===== config.mk =====
export PLATFORM = sky130hd
export DESIGN_NAME = fetch_queue
export DESIGN_NICKNAME = d
export VERILOG_FILES = /design/src/rtl/fetch_queue_pkg.sv /design/src/rtl/fq_fifo.sv /design/src/rtl/fetch_queue.sv
export SDC_FILE = /design/constraint.sdc
export NUM_CORES = 1
export LEC_CHECK = 0
export BUFFER_PORTS_ARGS = -buffer_cell sky130_fd_sc_hd__clkbuf_2
export CAP_MARGIN = 20
export CORE_ASPECT_RATIO = 0.9
export CORE_MARGIN = 2
export CORE_UTILIZATION = 62
export DETAILED_ROUTE_END_ITERATION = 6
export PLACE_DENSITY_LB_ADDON = 0.12
export SKIP_CTS_REPAIR_TIMING = 1
export SYNTH_ARGS = -nofsm -noshare
export SYNTH_HDL_FRONTEND = slang
export SYNTH_SLANG_ARGS = --single-unit

===== constraint.sdc =====
create_clock -name clk -period 6.2 [get_ports clk]
set_clock_uncertainty 0.05 [all_clocks]
set_input_delay 0.62 -clock clk [delete_from_list [all_inputs] [get_ports clk]]
set_output_delay 0.62 -clock clk [all_outputs]
set_load 0.02 [all_outputs]

===== src/rtl/fetch_queue_pkg.sv =====
// Shared constants and entry type for the instruction prefetch queue.
package fetch_queue_pkg;

    localparam int FQ_ADDR_W          = 32;
    localparam int FQ_DATA_W          = 32;
    localparam int FQ_DEPTH_DEFAULT   = 4;
    localparam int FQ_MAX_OUT_DEFAULT = 2;

    localparam logic RST_ENABLE_N = 1'b0;

    typedef struct packed {
        logic [FQ_ADDR_W-1:0] pc;
        logic [FQ_DATA_W-1:0] inst;
    } fq_entry_t;

endpackage


===== src/rtl/fq_fifo.sv =====
// Synchronous FIFO with extra-MSB pointers, occupancy count and a clear input.
module fq_fifo
    import fetch_queue_pkg::*;
#(
    parameter int WIDTH = 64,
    parameter int DEPTH = 4
) (
    input  logic                     clk,
    input  logic                     rst,
    input  logic                     clear,
    input  logic                     push,
    input  logic                     pop,
    input  logic [WIDTH-1:0]         wdata,
    output logic [WIDTH-1:0]         rdata,
    output logic                     empty,
    output logic [$clog2(DEPTH):0]   count
);

    localparam int AW = $clog2(DEPTH);
    localparam int PW = AW + 1;

    logic [WIDTH-1:0] mem [DEPTH];
    logic [PW-1:0]    wr_ptr;
    logic [PW-1:0]    rd_ptr;

    assign empty = (wr_ptr == rd_ptr);
    assign count = wr_ptr - rd_ptr;
    assign rdata = mem[rd_ptr[AW-1:0]];

    // NOTE: sequential state uses non-blocking assignments so every register samples pre-edge values.
    always_ff @(posedge clk) begin
        if (rst == RST_ENABLE_N || clear) begin
            wr_ptr <= '0;
            rd_ptr <= '0;
        end else begin
            if (push) wr_ptr <= wr_ptr + PW'(1);
            if (pop)  rd_ptr <= rd_ptr + PW'(1);
        end
    end

    // NOTE: storage is not reset; the pointers alone define which entries are valid.
    always_ff @(posedge clk) begin
        if (push) mem[wr_ptr[AW-1:0]] <= wdata;
    end

endmodule


===== src/rtl/fetch_queue.sv =====
// Instruction prefetch queue: credit-limited ROM reads, in-order {pc, inst}
// delivery to decode, and flush/branch redirect that drops reads still in flight.
module fetch_queue
    import fetch_queue_pkg::*;
#(
    parameter int                ADDR_W   = FQ_ADDR_W,
    parameter int                DATA_W   = FQ_DATA_W,
    parameter int                DEPTH    = FQ_DEPTH_DEFAULT,
    parameter int                MAX_OUT  = FQ_MAX_OUT_DEFAULT,
    parameter logic [ADDR_W-1:0] RESET_PC = '0
) (
    input  logic                   clk,
    input  logic                   rst,
    output logic                   rom_req_o,
    output logic [ADDR_W-1:0]      rom_addr_o,
    input  logic                   rom_gnt_i,
    input  logic                   rom_rvalid_i,
    input  logic [DATA_W-1:0]      rom_rdata_i,
    input  logic                   flush_i,
    input  logic [ADDR_W-1:0]      new_pc_i,
    input  logic                   branch_i,
    input  logic [ADDR_W-1:0]      branch_target_i,
    output logic                   inst_valid_o,
    output logic [DATA_W-1:0]      inst_o,
    output logic [ADDR_W-1:0]      pc_o,
    input  logic                   inst_ready_i,
    output logic [$clog2(DEPTH):0] count_o
);

    localparam int CNT_W = $clog2(DEPTH) + 1;

    typedef struct packed {
        logic [ADDR_W-1:0] pc;
        logic [DATA_W-1:0] inst;
    } entry_t;

    logic [ADDR_W-1:0] fetch_pc;
    logic [ADDR_W-1:0] resp_pc;
    logic [CNT_W-1:0]  outstanding;
    logic [CNT_W-1:0]  discard;
    logic [CNT_W-1:0]  count;
    logic [CNT_W:0]    credits_used;
    logic [ADDR_W-1:0] target;
    logic              redirect;
    logic              issue;
    logic              rsp;
    logic              push;
    logic              pop;
    logic              empty;
    entry_t            wr_entry;
    entry_t            rd_entry;

    assign redirect     = flush_i | branch_i;
    assign target       = flush_i ? new_pc_i : branch_target_i;
    assign credits_used = {1'b0, count} + {1'b0, outstanding};

    assign rom_req_o  = (rst != RST_ENABLE_N) && !redirect
                        && (credits_used < (CNT_W+1)'(DEPTH))
                        && (outstanding < CNT_W'(MAX_OUT));
    assign rom_addr_o = fetch_pc;
    assign issue      = rom_req_o && rom_gnt_i;

    // A response with nothing in flight (e.g. straight after reset) is stray and ignored.
    assign rsp  = rom_rvalid_i && (outstanding != '0);
    assign push = rsp && (discard == '0) && !redirect;
    assign pop  = inst_valid_o && inst_ready_i;

    assign wr_entry = '{pc: resp_pc, inst: rom_rdata_i};

    fq_fifo #(
        .WIDTH (ADDR_W + DATA_W),
        .DEPTH (DEPTH)
    ) u_fifo (
        .clk   (clk),
        .rst   (rst),
        .clear (redirect),
        .push  (push),
        .pop   (pop),
        .wdata (wr_entry),
        .rdata (rd_entry),
        .empty (empty),
        .count (count)
    );

    assign inst_valid_o = !empty;
    assign inst_o       = empty ? '0 : rd_entry.inst;
    assign pc_o         = empty ? '0 : rd_entry.pc;
    assign count_o      = count;

    always_ff @(posedge clk) begin
        if (rst == RST_ENABLE_N) begin
            fetch_pc    <= RESET_PC;
            resp_pc     <= RESET_PC;
            outstanding <= '0;
            discard     <= '0;
        end else begin
            // Dropped responses still return their credit when they arrive.
            outstanding <= outstanding + CNT_W'(issue) - CNT_W'(rsp);
            if (redirect) begin
                fetch_pc <= target;
                resp_pc  <= target;
                discard  <= outstanding - CNT_W'(rsp);
            end else begin
                if (issue)                 fetch_pc <= fetch_pc + ADDR_W'(4);
                if (push)                  resp_pc  <= resp_pc + ADDR_W'(4);
                if (rsp && discard != '0)  discard  <= discard - CNT_W'(1);
            end
        end
    end

endmodule


# After elaboration in Yosys (flattened, before gate mapping)

Memories as Yosys holds them, arrays and structs flattened. A register that Yosys moved wholly into a read port is not among the register bits.
Cells that the tools add are included.

Memory bits (writable): 256
Output and inout bits: 101
Flip-flop bits (word level): 76
Memories: 1
Word-level logic and storage cells: 53

Memory list:

| memory     | depth | width | read ports | clocked after memory_dff | wr ports | RTL line      | source |
|---|---|---|---|---|---|---|---|
| u_fifo.mem | 4     | 64    | 1          | 1                        | 1        | fq_fifo.sv:22 | `logic [WIDTH-1:0] mem [DEPTH];` |

Reductions and logical operators: 18
Add/subtract/negate cells: 10
Muxes and demuxes: 13
$lt $le $gt $ge: 2
Eq/ne operators: 1
Bitwise operators: 2

Operators with widths:

| operator                                                             | count |
|---|---|
| 32-bit 2-to-1 mux                                                    | 7 |
| 32-bit by 3-bit adder with 32-bit output, second input constant      | 2 |
| 1-bit logical AND                                                    | 9 |
| 3-bit by 1-bit adder with 3-bit output, second input constant        | 2 |
| 3-bit 2-to-1 mux                                                     | 2 |
| 2-bit nonzero test                                                   | 3 |
| 3-bit nonzero test                                                   | 2 |
| 3-bit by 1-bit subtractor with 3-bit output                          | 2 |
| 3-bit by 3-bit adder with 4-bit output                               | 1 |
| 4-bit by 3-bit < comparator with 1-bit output, second input constant | 1 |
| 2-bit 2-to-1 mux                                                     | 2 |
| 3-bit by 1-bit adder with 3-bit output                               | 1 |
| 3-bit == test                                                        | 1 |
| 3-bit logical NOT                                                    | 1 |
| 3-bit by 2-bit < comparator with 1-bit output, second input constant | 1 |
| 3-bit by 1-bit subtractor with 3-bit output, second input constant   | 1 |
| 3-bit subtractor                                                     | 1 |
| 1-bit logical NOT                                                    | 2 |
| 1-bit 2-to-1 mux                                                     | 2 |
| 1-bit logical OR                                                     | 1 |
| 1-bit inverter                                                       | 1 |
| 1-bit bitwise OR                                                     | 1 |

# Depth between registers and ports, before layout

Depth in word-level cells: 8
Gate-level depth with buffers: 18
Mapped depth without buffers: 16

# Cells and area by module

Synthesis repeated with hierarchy kept, for this count alone.

Cell total of the unflattened synthesis: 1076
Area, all modules: 14811.7 µm²

Modules (own cells, without submodules):

| module      | instances | area an instance (µm²) | cells an instance | sequential area each (µm²) |
|---|---|---|---|---|
| fq_fifo     | 1         | 9758.1                 | 380               | 7847.5 |
| fetch_queue | 1         | 5053.6                 | 696               | 1361.3 |

# Least setup slack after synthesis

Ideal clock, no wire load.

Path type: reg2reg
Start: reg u_fifo.wr_ptr[0]
End: reg outstanding[2]
Stages on the path, launching flop included: 19
Clock period less this slack: 3.964 ns
Arrival time: 3.786 ns
Slack: 2.236 ns
Buffers on the path: 2
Data required time: 6.022 ns
Cell sequence: dfxtp_1 > inv_1 > ha_1 > inv_1 > fa_1 > xor2_1 > ha_1 > nor4b_2 > and3_1 > clkbuf_1 > buf_2 > nand2_1 > ha_1 > inv_1 > ha_1 > inv_1 > fa_1 > xnor2_1 > nor2_1

Word-level cells in the longest chain between the ends: 8

Ends and longest elaborated chain:

| element                                       | RTL line          | source |
|---|---|---|
| start, declared                               | fq_fifo.sv:23     | `logic [PW-1:0] wr_ptr;` |
| start signal, assigned                        | fq_fifo.sv:36     | `if (push) wr_ptr <= wr_ptr + PW'(1);` |
| 3-bit subtractor                              | fq_fifo.sv:27     | `assign count = wr_ptr - rd_ptr;` |
| net count_o[2]                                | fetch_queue.sv:27 | `output logic [$clog2(DEPTH):0] count_o` |
| 3-bit by 3-bit adder with 4-bit output        | fetch_queue.sv:55 | `assign credits_used = {1'b0, count} + {1'b0, outstanding};` |
| 4-bit by 3-bit < comparator with 1-bit output | fetch_queue.sv:58 | `&& (credits_used < (CNT_W+1)'(DEPTH))` |
| 1-bit logical AND                             | fetch_queue.sv:58 |  |
| 1-bit logical AND                             | fetch_queue.sv:59 | `&& (outstanding < CNT_W'(MAX_OUT));` |
| 1-bit logical AND                             | fetch_queue.sv:61 | `assign issue = rom_req_o && rom_gnt_i;` |
| 3-bit by 1-bit adder with 3-bit output        | fetch_queue.sv:98 | `outstanding <= outstanding + CNT_W'(issue) - CNT_W'(rsp);` |
| 3-bit by 1-bit subtractor with 3-bit output   | fetch_queue.sv:98 |  |
| end signal, assigned                          | fetch_queue.sv:98 |  |
| end, declared                                 | fetch_queue.sv:39 | `logic [CNT_W-1:0] outstanding;` |

The timed path passes the listed nets, and every way through them passes these cells.
A chain may end at the register's enable or synchronous reset.

# Worst setup path in the final report

Start: reg u_fifo.wr_ptr[0]
End: reg outstanding[2]

Word-level cells in the longest chain between the ends: 8

Ends and longest elaborated chain:

| element                                       | RTL line |
|---|---|
| 3-bit subtractor                              | fq_fifo.sv:27 |
| 3-bit by 3-bit adder with 4-bit output        | fetch_queue.sv:55 |
| 4-bit by 3-bit < comparator with 1-bit output | fetch_queue.sv:58 |
| 1-bit logical AND                             | fetch_queue.sv:58 |
| 1-bit logical AND                             | fetch_queue.sv:59 |
| 1-bit logical AND                             | fetch_queue.sv:61 |
| 3-bit by 1-bit adder with 3-bit output        | fetch_queue.sv:98 |
| 3-bit by 1-bit subtractor with 3-bit output   | fetch_queue.sv:98 |

Every way passes these cells.

==> metrics.md <==
| Metric | Value |
|---|---|
| Max VDD drop | `0.246 mV` |
| Remaining DRCs | `0` |
| Num rows | `52` |
| Critical Path RT | `6.55 ns` |
| Final GP Congestion | `0.901` |
| Clk buf depth | `3` |
| Synth warn | `0` |
| Post-synth cell types | `72` |
| Dpl hpwl | `21.5 mm` |
| Crit Path Category | `reg -> reg` |
| Routed wire length | `33.3 mm` |
| Predominant post-synthesis flop cell | `edfxtp_1` |
| Via density | `6.27` |
| Mapped Nets | `1131` |
| Clk sink count | `332` |
| Critical path cell sequence | `inv_1 > ha_1 > inv_1 > fa_1 > xor2_1 > ha_1 > nor4b_2 > and3_1 > nand2_1 > ha_1 > inv_1 > ha_1 > inv_1 > fa_1 > xnor2_1 > nor2_1` |
| Fmax | `0.252 GHz` |
| PD cells | `303 nW/um^2` |
| Clk_lat worst skew | `0.52 ns` |
| PnR worst setup slack | `2.24 ns` |
| Global route overflow | `0` |
| ANT nets after route | `0` |
| Critical path endpoint category | `flop` |
| WP data arrival | `4.31 ns` |
| Layout fillers | `1465` |
| Hold slack | `0.266 ns` |
| Syn Area/Cell | `14.3 sq um` |
| Cells on worst reg2reg path | `16` |
| Layout cells sized above 1 | `29.5%` |
| Hold Path Cell Cnt | `1` |
| Final #Nets | `1327` |
| Ys async rst share | `0%` |
| Pleak | `6.01 nW` |
| Routed WL per cell | `21.8 um` |
| Area of the core | `22600 sq um` |
| Pre-antenna DRT Iters | `5` |
| Mapped Cells | `1008` |
| IO Pins | `204` |
| Sequential area share after synthesis | `64.0%` |
| Pre-CTS setup slack | `2.26 ns` |
| Crit share post-route | `63.9%` |
| Initial core utilization | `63.6%` |
| # port buffers | `203` |
| Worst path top cell family by delay | `adder cells` |
| Post-synth EDFFs | `256` |
| MaxCap Viol Count | `0` |
| Post-Syn Area | `14400 sq um` |
| CP Max Fanout | `16` |
| Vias in the first global route | `9342` |
| H-tree Lvls | `2` |
| List of most frequent post-synthesis cells | `256 x edfxtp_1, 76 x dfxtp_1, 69 x and2_1, 64 x mux4_2, 57 x a21oi_1` |
| Num CTS Buffers | `34` |
| Pin count of the biggest net entering global routing | `69` |
| TritonCTS clock tree | `yes` |
| CTS Root Cell | `clkbuf_16` |
| Status | `completed` |
| Final Max Tran Viols | `0` |
| RSZ-0062 raised after global routing | `no` |
| Slew @ Worst Pin | `1.03 ns` |
| Class of the worst hold path | `in -> reg` |
| DRT iter0 DRCs | `935` |
| Crit start category | `flop` |
| Yosys reg bits | `332` |
| Chip Width | `165 um` |
| Post-Route Setup TNS | `0 ns` |
| First-pass GRT wire length | `52.2 mm` |
| CP bufs+invs | `4` |
| Crit-path slowest cell | `and3_1` |
| Tot GR Track Use | `27.9%` |
| Top-count cell post-synth | `edfxtp_1` |
| Via count | `9578` |
| Die Ht | `149 um` |
| Relative slew slack | `31.5%` |
| Initial antenna violation count | `1` |
| Layout area overhead | `16.7%` |
| Die area | `24500 sq um` |
| Placed Instance Area | `15700 sq um` |
| Fin. Hold Viols | `0` |
| Post-route cell area | `16800 sq um` |
| Minimum clock period | `3.96 ns` |
| CTS clk-pin slew, worst paths | `0.06 ns` |
| Power, Total | `5.08 mW` |
| Synth top area share | `53.4%` |
| Slowest stage delay, CP | `0.63 ns` |
| Worst path depth | `16` |
| Area contributors post-synth | `edfxtp_1 53%, dfxtp_1 11%, mux4_2 10%, and2_1 3.0%, a21oi_1 2.0%` |
| Yosys top cell by area | `edfxtp_1` |
| Final setup viols | `0` |
[layout by cell type (no fill, tap or decap), drive strengths merged, types with 10 or more instances in the layout]
cell type / Yosys / routed
edfxtp: 256 / 256
clkbuf: 38 / 246
dfxtp: 76 / 76
and2: 69 / 69
mux4: 64 / 64
a21oi: 57 / 57
nand2: 51 / 51
o21ai: 46 / 46
nand3: 43 / 43
nor2: 34 / 34
inv: 21 / 24
nor3: 21 / 21
ha: 18 / 18
and3: 16 / 16
a22oi: 15 / 15
a22o: 15 / 15
xnor2: 15 / 15
nor4: 15 / 15
nand4: 13 / 13
clkinv: 1 / 13
buf: 17 / 12
and4: 10 / 10
[cell type report]
type                    instances  area (sq um)  share of cell area [%]
diodes                          1          2.50                  0.0149
clock buffers                  43           937                    5.58
clock inverters                19           193                    1.15
inverters                      22          82.6                   0.492
multi-input cells             599          4890                    29.1
flip-flops and latches        332          9210                    54.9
well taps                     297           372                    2.21
repair buffers                215          1110                    6.59
[final timing paths]
kind	start	end	slack (ns)
max	u_fifo.wr_ptr[0]	outstanding[2]	2.24
min	rom_rdata_i[8]	u_fifo.mem[0][8]	0.27
max reg2reg	u_fifo.wr_ptr[0]	outstanding[2]	2.24
min reg2reg	rom_addr_o[16]	rom_addr_o[16]	0.45
[state kept, by name, indices dropped and copies added (netlist names), named ones only]
register	cells
discard	3
outstanding	3
resp_pc	31
rom_addr_o	31
u_fifo.mem	256
u_fifo.rd_ptr	3
u_fifo.wr_ptr	3
[stage by stage]
stage	std cells	utilization (%)
detailed placement	1465	69.2
global route	1528	74.2
CTS	1527	74.2
floorplan	1008	-
finish	1528	74.2
global placement	1464	69.1
[per-layer routing]
| layer | vias up | part of all wire (%) | track usage (%) |
|---|---|---|---|
| met1 | 4682 | 41 | 40.4 |
| li1 | 4349 | - | - |
| met3 | 57 | 8.7 | 4.99 |
| met4 | 0 | 2.0 | 7.48 |
| met5 | - | 0 | 0 |
| met2 | 490 | 48 | 44.5 |
[where the power goes]
group / internal, mW / switching, mW / leakage, nW
Sequential: 2.47 / 0.0757 / 2.95
Clock: 1.21 / 0.838 / 0.562
Combinational: 0.185 / 0.307 / 2.50
[cell families (layout without fill, tap and decap cells)]
| logic type | count (synthesis) | after routing | synth area share, % |
|---|---|---|---|
| XOR/XNOR | 23 | 23 | 1.40 |
| AND/OR/NAND/NOR | 293 | 293 | 11.5 |
| buffers and inverters | 77 | 299 | 2.18 |
| other | 0 | 1 | 0 |
| AO/OA/AOI/OAI | 195 | 195 | 8.84 |
| multiplexers | 68 | 68 | 10.3 |
| adder cells (fa/ha/maj) | 20 | 20 | 1.84 |
| flip-flops | 332 | 332 | 64.0 |
(Power assumes the default switching activity.)
